`src/rtl/nes_attr_row_fetch.sv`:
```
// Attribute-row fetch stage: walks one 32-tile background row,
// reads one attribute byte per 4-tile group, streams 2-bit palettes.
module nes_attr_row_fetch #(
  parameter int ROM_LAT = 0
) (
  input  logic       clk,
  input  logic       rst_n,
  input  logic       start,
  input  logic [4:0] row_i,
  input  logic       nt_sel_i,
  output logic       busy,
  output logic [6:0] attr_addr,
  input  logic [7:0] attr_dout,
  output logic [1:0] pal_o,
  output logic [4:0] col_o,
  output logic [4:0] row_o,
  output logic       pal_valid,
  input  logic       pal_ready,
  output logic       last
);

  typedef enum logic [1:0] {
    IDLE,
    FETCH,
    EMIT
  } state_t;

  // Value of the fetch-cycle counter on the cycle that captures ROM data.
  localparam logic FC_LAST = (ROM_LAT != 0);

  state_t     state_q, state_d;
  logic [4:0] row_q, row_d;
  logic       nt_q, nt_d;
  logic [2:0] g_q, g_d;
  logic [1:0] t_q, t_d;
  logic [1:0] t_n;
  logic       fc_q, fc_d;
  logic [7:0] attr_reg_q, attr_reg_d;
  logic       busy_q, busy_d;
  logic [6:0] addr_q, addr_d;
  logic [1:0] pal_q, pal_d;
  logic [4:0] col_q, col_d;
  logic       valid_q, valid_d;
  logic       last_q, last_d;

  // Quadrant select inside one attribute byte: {bottom, right}.
  function automatic logic [1:0] quad_pal(
    input logic [7:0] b,
    input logic       q_bot,
    input logic       q_right
  );
    logic [1:0] p;
    unique case ({q_bot, q_right})
      2'b00:   p = b[1:0];
      2'b01:   p = b[3:2];
      2'b10:   p = b[5:4];
      default: p = b[7:6];
    endcase
    return p;
  endfunction

  // Next-state and next-output computation for the row walker.
  always_comb begin
    state_d    = state_q;
    row_d      = row_q;
    nt_d       = nt_q;
    g_d        = g_q;
    t_d        = t_q;
    t_n        = t_q + 2'd1;
    fc_d       = fc_q;
    attr_reg_d = attr_reg_q;
    busy_d     = busy_q;
    addr_d     = addr_q;
    pal_d      = pal_q;
    col_d      = col_q;
    valid_d    = valid_q;
    last_d     = last_q;
    unique case (state_q)
      IDLE: begin
        if (start) begin
          row_d   = row_i;
          nt_d    = nt_sel_i;
          g_d     = 3'd0;
          t_d     = 2'd0;
          fc_d    = 1'b0;
          busy_d  = 1'b1;
          addr_d  = {nt_sel_i, row_i[4:2], 3'd0};
          state_d = FETCH;
        end
      end
      FETCH: begin
        if (fc_q == FC_LAST) begin
          attr_reg_d = attr_dout;
          t_d        = 2'd0;
          valid_d    = 1'b1;
          col_d      = {g_q, 2'd0};
          pal_d      = quad_pal(attr_dout, row_q[1], 1'b0);
          last_d     = 1'b0;
          state_d    = EMIT;
        end else begin
          fc_d = 1'b1;
        end
      end
      EMIT: begin
        if (pal_ready) begin
          if (t_q != 2'd3) begin
            t_d    = t_n;
            col_d  = {g_q, t_n};
            pal_d  = quad_pal(attr_reg_q, row_q[1], t_n[1]);
            last_d = (g_q == 3'd7) && (t_n == 2'd3);
          end else begin
            valid_d = 1'b0;
            last_d  = 1'b0;
            if (g_q != 3'd7) begin
              g_d     = g_q + 3'd1;
              fc_d    = 1'b0;
              addr_d  = {nt_q, row_q[4:2], g_q + 3'd1};
              state_d = FETCH;
            end else begin
              busy_d  = 1'b0;
              state_d = IDLE;
            end
          end
        end
      end
      default: state_d = IDLE;
    endcase
  end

  // State and registered outputs; reset abandons any row in flight.
  always_ff @(posedge clk) begin
    if (!rst_n) begin
      state_q    <= IDLE;
      row_q      <= 5'd0;
      nt_q       <= 1'b0;
      g_q        <= 3'd0;
      t_q        <= 2'd0;
      fc_q       <= 1'b0;
      attr_reg_q <= 8'd0;
      busy_q     <= 1'b0;
      addr_q     <= 7'd0;
      pal_q      <= 2'd0;
      col_q      <= 5'd0;
      valid_q    <= 1'b0;
      last_q     <= 1'b0;
    end else begin
      state_q    <= state_d;
      row_q      <= row_d;
      nt_q       <= nt_d;
      g_q        <= g_d;
      t_q        <= t_d;
      fc_q       <= fc_d;
      attr_reg_q <= attr_reg_d;
      busy_q     <= busy_d;
      addr_q     <= addr_d;
      pal_q      <= pal_d;
      col_q      <= col_d;
      valid_q    <= valid_d;
      last_q     <= last_d;
    end
  end

  assign busy      = busy_q;
  assign attr_addr = addr_q;
  assign pal_o     = pal_q;
  assign col_o     = col_q;
  assign row_o     = row_q;
  assign pal_valid = valid_q;
  assign last      = last_q;

endmodule

```
`config.mk`:
```
export PLATFORM = sky130hd
export DESIGN_NAME = nes_attr_row_fetch
export DESIGN_NICKNAME = d
export VERILOG_FILES = /design/src/rtl/nes_attr_row_fetch.sv
export SDC_FILE = /design/constraint.sdc
export NUM_CORES = 1
export LEC_CHECK = 0
export CAP_MARGIN = 0
export CORE_MARGIN = 3
export CORE_UTILIZATION = 50
export CTS_CLUSTER_SIZE = 28
export DETAILED_ROUTE_END_ITERATION = 12
export PLACE_DENSITY = 0.79
export SYNTH_ARGS = -nofsm -noshare
export SYNTH_HDL_FRONTEND = slang
export SYNTH_SLANG_ARGS = --single-unit
```
`constraint.sdc`:
```
create_clock -name clk -period 5.55 [get_ports clk]
set_input_delay 0.555 -clock clk [delete_from_list [all_inputs] [get_ports clk]]
set_output_delay 0.555 -clock clk [all_outputs]
set_load 0.01 [all_outputs]
```
# Word-level counts from Yosys, hierarchy flattened
# Cells that the tools add are included.
# totals
ff_bits	39
out_inout_bits	22
word_cells	98
# op_classes
add_sub_neg	2
eq_ne	15
n_reduce_logical	16
bitwise_logic	2
muxes	50
# op_table
op	count
$mux 7	4
$mux 2	11
$reduce_and 5->1	4
$pmux 2 s3	3
$mux 1	16
$ne 2x2->1 const B	8
$mux 5	3
$pmux 7 s2	1
$mux 3	4
$reduce_and 4->1	3
$pmux 5 s2	1
$pmux 2 s2	2
$eq 2x2->1 const B	3
$pmux 1 s2	3
$pmux 3 s2	1
$eq 2x1->1 const B	2
$logic_not 2->1	2
$reduce_and 2->1	2
$reduce_bool 2->1	2
$add 3x1->3 const B	1
$eq 3x3->1 const B	1
$ne 3x3->1 const B	1
$pmux 1 s3	1
$reduce_and 3->1	1
4 further kinds	5

# Logic depth before layout (Yosys ltp)
# Gate-level depths: netlist (run 1).
# logic_depth
depth_word	6
depth_mapped	6

# Least setup slack after synthesis (run 1)
# OpenSTA, ideal clock, no wires.
# synth_timing
path_type	reg2reg
from	register t_q[0]
to	register pal_q[0], in the netlist pal_o[0]
t_required_ps	5435
slack_ps	3770
period_less_slack_ps	1780
arrival_time_ps	1666
stages_incl_launch_ff	6
n_path_buf	0
setup_time_ps	115
path_cell_list	dfxtp_1 inv_1 ha_1 mux2_2 mux4_2 o21a_1
# synth_between
elab_chain_cells	6
elab_cells_between_ends	11
classes_between	1 x add/sub; 4 x eq/ne; 4 x mux; 2 x reduce/logical
# synth_rtl
element	line_no	source
start: declaration	35	logic [1:0] t_q, t_d;
start signal: assignment	151	t_q <= t_d;
$add 2x1->2	69	t_n = t_q + 2'd1;
$eq 2x2->1, or another cell as far along	53	unique case ({q_bot, q_right})
$pmux 2 s3	53	
$mux 2	106	if (t_q != 2'd3) begin
$mux 2	105	if (pal_ready) begin
$pmux 2 s2	78	unique case (state_q)
end signal: assignment	156	pal_q <= pal_d;
end: declaration	41	logic [1:0] pal_q, pal_d;
# Several ways; a longest one is shown, not always the timed one. The select of a mux whose other input is x is not followed.
# A chain may end at the register's enable or synchronous reset.

# Final worst setup path (run 1)
# layout_timing
from	input port rst_n
to	register last_q, in the netlist last
# layout_rtl
element	line_no	source
start: declaration	7	input logic rst_n,
end signal: assignment	159	last_q <= last_d;
end: declaration	44	logic last_q, last_d;
# No word-level cell between the ends.

==> out/metrics.yaml, run 1 <==
status:
  status: "finished, final reports clean"
routing:
  wl_um: 3617
  top_layer_used: "met4"
  met1Wirelength_um: 1621
  drtPass1Iterations: 6
  wl_met2_um: 1739
  dr_wl_met3_um: 215
  via_count: 1419
  first_iter_violations: 98
  routed_via_density: 5.500
  routedWlPerCell_um: 14.02
  ant_nets: 0
  drc: 0
global_routing:
  overflow: 0
  grt_pass1_vias: 1428
  grt_pass1_wl_um: 6423
  grt_max_degree: 28
  track_usage_pct: 20.05
  antenna_found_initial: 0
die:
  coreArea_mm2: 0.002900
  dieArea_mm2: 0.003913
  rows: 19
  die_y_um: 62.55
  die_w_um: 62.55
  pin_count: 40
  start_util_pct: 55.13
logic_synthesis:
  yosysUniqueCellTypes: 36
  ys_warn_count: 0
  syn-num-nets: 206
  ys.flop_type: "dfxtp_1"
  ys_seq_area_share_pct: 43.82
  synth_edf_count: 0
  syn_area_mm2: 0.001599
  avgSynthCellArea_um2: 8.690
  async_reset_ff_share_pct: 0
  ys_ff_latch: 35
  syn_inst: 184
place:
  dp_cells: 250
  portBuffers: 39
  gp_congestion: 0.8191
  place_hpwl_um: 2562
timing:
  fmax_mhz: 439.9
  slew_viol_final: 0
  worstMarginPinSlew_ns: 0.7442
  clock_skew_ns: 0.01234
  totalNegativeSetupSlack_ns: 0
  min_period_ns: 2.273
  setup_viol: 0
  hold_violations: 0
  fin_crit_sh_pct: 40.96
  rsz0062_at_grt: "false"
  maxSlewHeadroom_pct: 50.08
clocking:
  h-tree-depth: 2
  cts_setup_buffers: 0
  clockBufferDepth: 2
  hold_buffers: 0
  cts.sink_count: 35
  cts_inserted_buffers: 5
  cts_tree: "yes"
  cts-resized-gates: 0
  clkLatencyLatePin_ns: 0.35
  clkSlewWorstSetupHoldPaths_ns: 0.11
  root_buffer: "clkbuf_4"
setup_path:
  end_kind: "flip-flop"
  worstSetupPathType: "primary input to flip-flop"
  startpoint_type: "primary input"
  cp.arrival_ns: 2.51
  worstPathMaxFanout: 27
  critPathRequiredTime_ns: 5.79
cells_and_area:
  num-fill-cells: 254
  final_cells: 258
  final_common_cell: "clkdlybuf4s50_1"
  antennaDiodeCount: 0
  utilization_pct: 70.79
  drive_gt1_share_pct: 7.407
  final_cell_mix: "clkdlybuf4s50_1 (39), dfxtp_1 (35), nand2_1 (33)"
  area_growth_pct: 28.40
  final_nets: 237
power:
  p_leak_nw: 0.7360
  max-vdd-ir-drop_mv: 0.2064
  total_power_mw: 0.5480
  power_density_mw_per_mm2: 266.9
worst_hold_path:
  hp-class: "flip-flop to flip-flop"
flow_run:
  drv_cap: 0
==> cell usage after synthesis (3+ instances only) <==
cell	number	share of area, %
o211ai_1	5	2.3
ha_1	4	3.1
mux2i_1	4	2.5
o21ai_0	13	4.1
nor2_1	3	0.70
nand2_1	33	7.7
inv_1	3	0.70
a21oi_1	23	7.2
dfxtp_1	35	44
a31oi_1	3	1.2
buf_2	6	1.9
nand2b_1	6	2.3
clkbuf_1	6	1.4
nand3_1	11	3.4
buf_4	3	1.4
==> kinds of logic after synthesis <==
kind of cell	share of synthesized area, %
buffers and inverters	5.633
adder cells (fa/ha/maj)	3.130
AND/OR/NAND/NOR	20.42
flip-flops	43.82
multiplexers	8.137
AO/OA/AOI/OAI	18.86
==> registers in the layout, summed over array words and instances, names as in the netlist <==
name,cells
busy,1
nt_q,1
pal_valid,1
pal_o,2
col_o,5
attr_reg_q,8
t_q,2
state_q,2
last,1
g_q,2
attr_addr,5
row_o,5
==> final timing paths <==
path | from | endpoint | slack (ns) | cells past startpoint
worst max-delay path | rst_n | last | 3.28 | 3
worst min-delay path | attr_reg_q[1] | attr_reg_q[1] | 0.46 | 2
worst max register to register | t_q[0] | pal_o[1] | 3.60 | 5
worst min register to register | attr_reg_q[1] | attr_reg_q[1] | 0.46 | 2
==> per-layer routing <==
| metal | up-vias | track usage, % |
|---|---|---|
| met4 | 0 | 9.366 |
| met2 | 44 | 32.22 |
| li1 | 708 | - |
| met1 | 662 | 25.31 |
| met5 | - | 0 |
| met3 | 5 | 4.676 |
==> power by group <==
group / switching [mW] / internal (mW)
Sequential: 0.0126 / 0.264
Clock: 0.0869 / 0.106
Combinational: 0.0356 / 0.0425
Total: 0.135 / 0.413
==> worst max-delay path, stage by stage <==
cell,delay (ns)
clkdlybuf4s50_1,0.75
clkinv_1,0.74
a221oi_1,0.46
==> per-stage QoR <==
stage	cell area [um^2]	hold WS, ns	setup WS [ns]
after global routing	2053	0.4961	3.051
after global placement	1967	0.4398	3.036
after floorplan	1599	0.4322	3.770
after CTS	2053	0.4633	3.319
final	2053	0.4638	3.277
after detailed placement	1967	0.4484	2.941
==> final cells by class <==
class	count	area (um^2)	share of cell area (%)
Multi-Input combinational cell	130	808.3	39.37
Sequential cell	35	700.7	34.13
Timing Repair Buffer	39	390.4	19.01
Tap cell	42	52.55	2.559
Clock buffer	6	51.30	2.498
Clock inverter	2	35.03	1.706
Inverter	4	15.01	0.7313
No activity file was read; power rests on OpenSTA's default activity.
==> run 2: changes to the inputs <==
--- a/config.mk
+++ b/config.mk
@@ -7,10 +7,10 @@
 export LEC_CHECK = 0
 export CAP_MARGIN = 0
 export CORE_MARGIN = 3
-export CORE_UTILIZATION = 50
+export CORE_UTILIZATION = 43
 export CTS_CLUSTER_SIZE = 28
 export DETAILED_ROUTE_END_ITERATION = 12
-export PLACE_DENSITY = 0.79
+export PLACE_DENSITY = 0.72
 export SYNTH_ARGS = -nofsm -noshare
 export SYNTH_HDL_FRONTEND = slang
 export SYNTH_SLANG_ARGS = --single-unit
==> constraint.sdc (replaced) <==
create_clock -name clk -period 1.9 [get_ports clk]
set_input_delay 0.19 -clock clk [delete_from_list [all_inputs] [get_ports clk]]
set_output_delay 0.19 -clock clk [all_outputs]
set_load 0.01 [all_outputs]
==> out/metrics.yaml, run 2 (synthesis results as in run 1) <==
status:
  status: "finished, final reports clean"  # unchanged
routing:
  routedWlPerCell_um: 14.03  # was 14.02 um
  routed_via_density: 5.391  # was 5.500
  wl_um: 3802  # was 3617 um
  first_iter_violations: 116  # was 98
  drtPass1Iterations: 6  # unchanged
  ant_nets: 0  # unchanged
  via_count: 1461  # was 1419
  drc: 0  # unchanged
clocking:
  clockBufferDepth: 2  # unchanged
  root_buffer: "clkbuf_8"  # was clkbuf_4
  cts-resized-gates: 0  # unchanged
  clkLatencyLatePin_ns: 0.28  # was 0.35 ns
  hold_buffers: 0  # unchanged
  cts.sink_count: 35  # unchanged
  cts_inserted_buffers: 5  # unchanged
  h-tree-depth: 2  # unchanged
  clkSlewWorstSetupHoldPaths_ns: 0.07  # was 0.11 ns
  cts_setup_buffers: 0  # unchanged
  cts_tree: "yes"  # unchanged
global_routing:
  grt_pass1_wl_um: 6417  # was 6423 um
  grt_pass1_vias: 1408  # was 1428
  grt_max_degree: 17  # was 28
  track_usage_pct: 19.15  # was 20.05%
  antenna_found_initial: 0  # unchanged
  overflow: 0  # unchanged
setup_path:
  worstPathMaxFanout: 5  # was 27
  cp_slowest_cell: "mux4_2"  # was clkdlybuf4s50_1
  cp.arrival_ns: 2.00  # was 2.51 ns
  cpPeakStageDelay_ns: 0.46  # was 0.75 ns
  critPathRequiredTime_ns: 2.08  # was 5.79 ns
  path_cells: "inv_1 -> ha_4 -> mux2_1 -> mux4_2 -> o21a_1"  # was clkdlybuf4s50_1 -> clkinv_1 -> a221oi_1
  r2r_cells: 5  # unchanged
  startpoint_type: "flip-flop"  # was primary input
  timing.rr.end: "pal_o[1]"  # unchanged
  worstSetupPathType: "flip-flop to flip-flop"  # was primary input to flip-flop
  end_kind: "flip-flop"  # unchanged
  reg2reg_from: "t_q[0]"  # unchanged
  r2r_setup_slack_ns: 0.08  # was 3.60 ns
cells_and_area:
  final_common_cell: "clkdlybuf4s50_1"  # unchanged
  final_cells: 271  # was 258
  area_growth_pct: 33.41  # was 28.40%
  antennaDiodeCount: 0  # unchanged
  drive_gt1_share_pct: 10.67  # was 7.407%
  largest_reg_flops: 8  # unchanged
  final_cell_mix: "clkdlybuf4s50_1 (39), dfxtp_1 (35), nand2_1 (33)"  # unchanged
  num-fill-cells: 332  # was 254
  largest_register: "attr_reg_q"  # unchanged
  final_nets: 246  # was 237
  design_area_mm2: 0.002133  # was 0.002053 mm^2
power:
  max-vdd-ir-drop_mv: 0.4879  # was 0.2064 mV
  p_leak_nw: 0.7751  # was 0.7360 nW
  power_density_mw_per_mm2: 738.0  # was 266.9 mW/mm^2
place:
  gp_congestion: 0.7518  # was 0.8191
  dp_cells: 263  # was 250
  post_dp_cell_area_mm2: 0.002039  # was 0.001967 mm^2
  place_hpwl_um: 2738  # was 2562 um
  portBuffers: 39  # unchanged
timing:
  fmax_mhz: 549.4
  worstMarginPinSlew_ns: 0.5912  # was 0.7442 ns
  slew_viol_final: 0  # unchanged
  clock_skew_ns: 0.001730  # was 0.01234 ns
  rsz0062_at_grt: "false"  # unchanged
  maxSlewHeadroom_pct: 60.40  # was 50.08%
  hold_violations: 0  # unchanged
  setup_viol: 0  # unchanged
  fin_crit_sh_pct: 95.81
  totalNegativeSetupSlack_ns: 0  # unchanged
  min_period_ns: 1.820
die:
  start_util_pct: 46.10  # was 55.13%
  die_w_um: 66.98  # was 62.55 um
  die_y_um: 66.98  # was 62.55 um
  pin_count: 40  # unchanged
  rows: 21  # was 19
  dieArea_mm2: 0.004486  # was 0.003913 mm^2
  coreArea_mm2: 0.003468  # was 0.002900 mm^2
flow_run:
  drv_cap: 0  # unchanged
worst_hold_path:
  min_from: "attr_dout[2]"  # was attr_reg_q[1]
  min_path_cells: 3  # was 2
  hp-class: "primary input to flip-flop"  # was flip-flop to flip-flop
  min_to: "attr_reg_q[2]"  # was attr_reg_q[1]
[run 2: where the power goes]
part	internal (mW)	switching, mW	total (mW)
Sequential	0.771	0.0276	0.799
Combinational	0.141	0.118	0.259
Clock	0.257	0.260	0.517
[run 2: metrics by stage]
| step | hold WS (ns) | power [mW] | utilization (%) | setup WS [ns] |
|---|---|---|---|---|
| CTS | 0.4420 | 1.589 | 61.15 | 0.02191 |
| detailed placement | 0.4473 | 1.072 | 58.80 | 0.03261 |
| global route | 0.4365 | 1.648 | 61.51 | 0.004028 |
| finish | 0.4495 | 1.574 | 61.51 | 0.07970 |
| global placement | 0.4437 | 1.066 | 58.80 | 0.07763 |
| floorplan | 0.3235 | 0.9439 | - | 0.1197 |
[run 2: worst max-delay path by stage]
stage,slack [ns],cells past startpoint,endpoint,from
floorplan,0.12,5,pal_o[0],t_q[0]
global placement,0.08,5,pal_o[1],t_q[0]
detailed placement,0.03,5,pal_o[1],t_q[0]
CTS,0.02,5,pal_o[1],t_q[0]
global route,0.004,5,pal_o[0],t_q[0]
finish,0.08,5,pal_o[1],t_q[0]
[run 2: area by class of cell]
type,count,area [um^2],share of cell area (%)
sequential,35,700.7,32.84
clock buffer,7,76.32,3.578
timing repair buffer,48,457.9,21.47
multi-input combinational,130,820.8,38.47
inverter,4,15.01,0.7038
clock inverter,1,5.005,0.2346
tap,46,57.56,2.698
[run 2: routing by layer]
| metal | global-route usage [%] | up-vias | routed length [um] |
|---|---|---|---|
| met5 | 0 | - | 0 |
| met4 | 7.089 | 0 | 35 |
| met3 | 6.071 | 4 | 156 |
| met2 | 31.93 | 42 | 1936 |
| met1 | 22.84 | 693 | 1674 |
| li1 | - | 722 | - |
[run 2: critical path: cells and delay by family (launching register included)]
kind / cells / cell delay, ns
muxes: 2 / 0.78
DFF: 1 / 0.37
adders and majority gates: 1 / 0.30
AOI/OAI and AO/OA: 1 / 0.17
buffers and inverters: 1 / 0.10
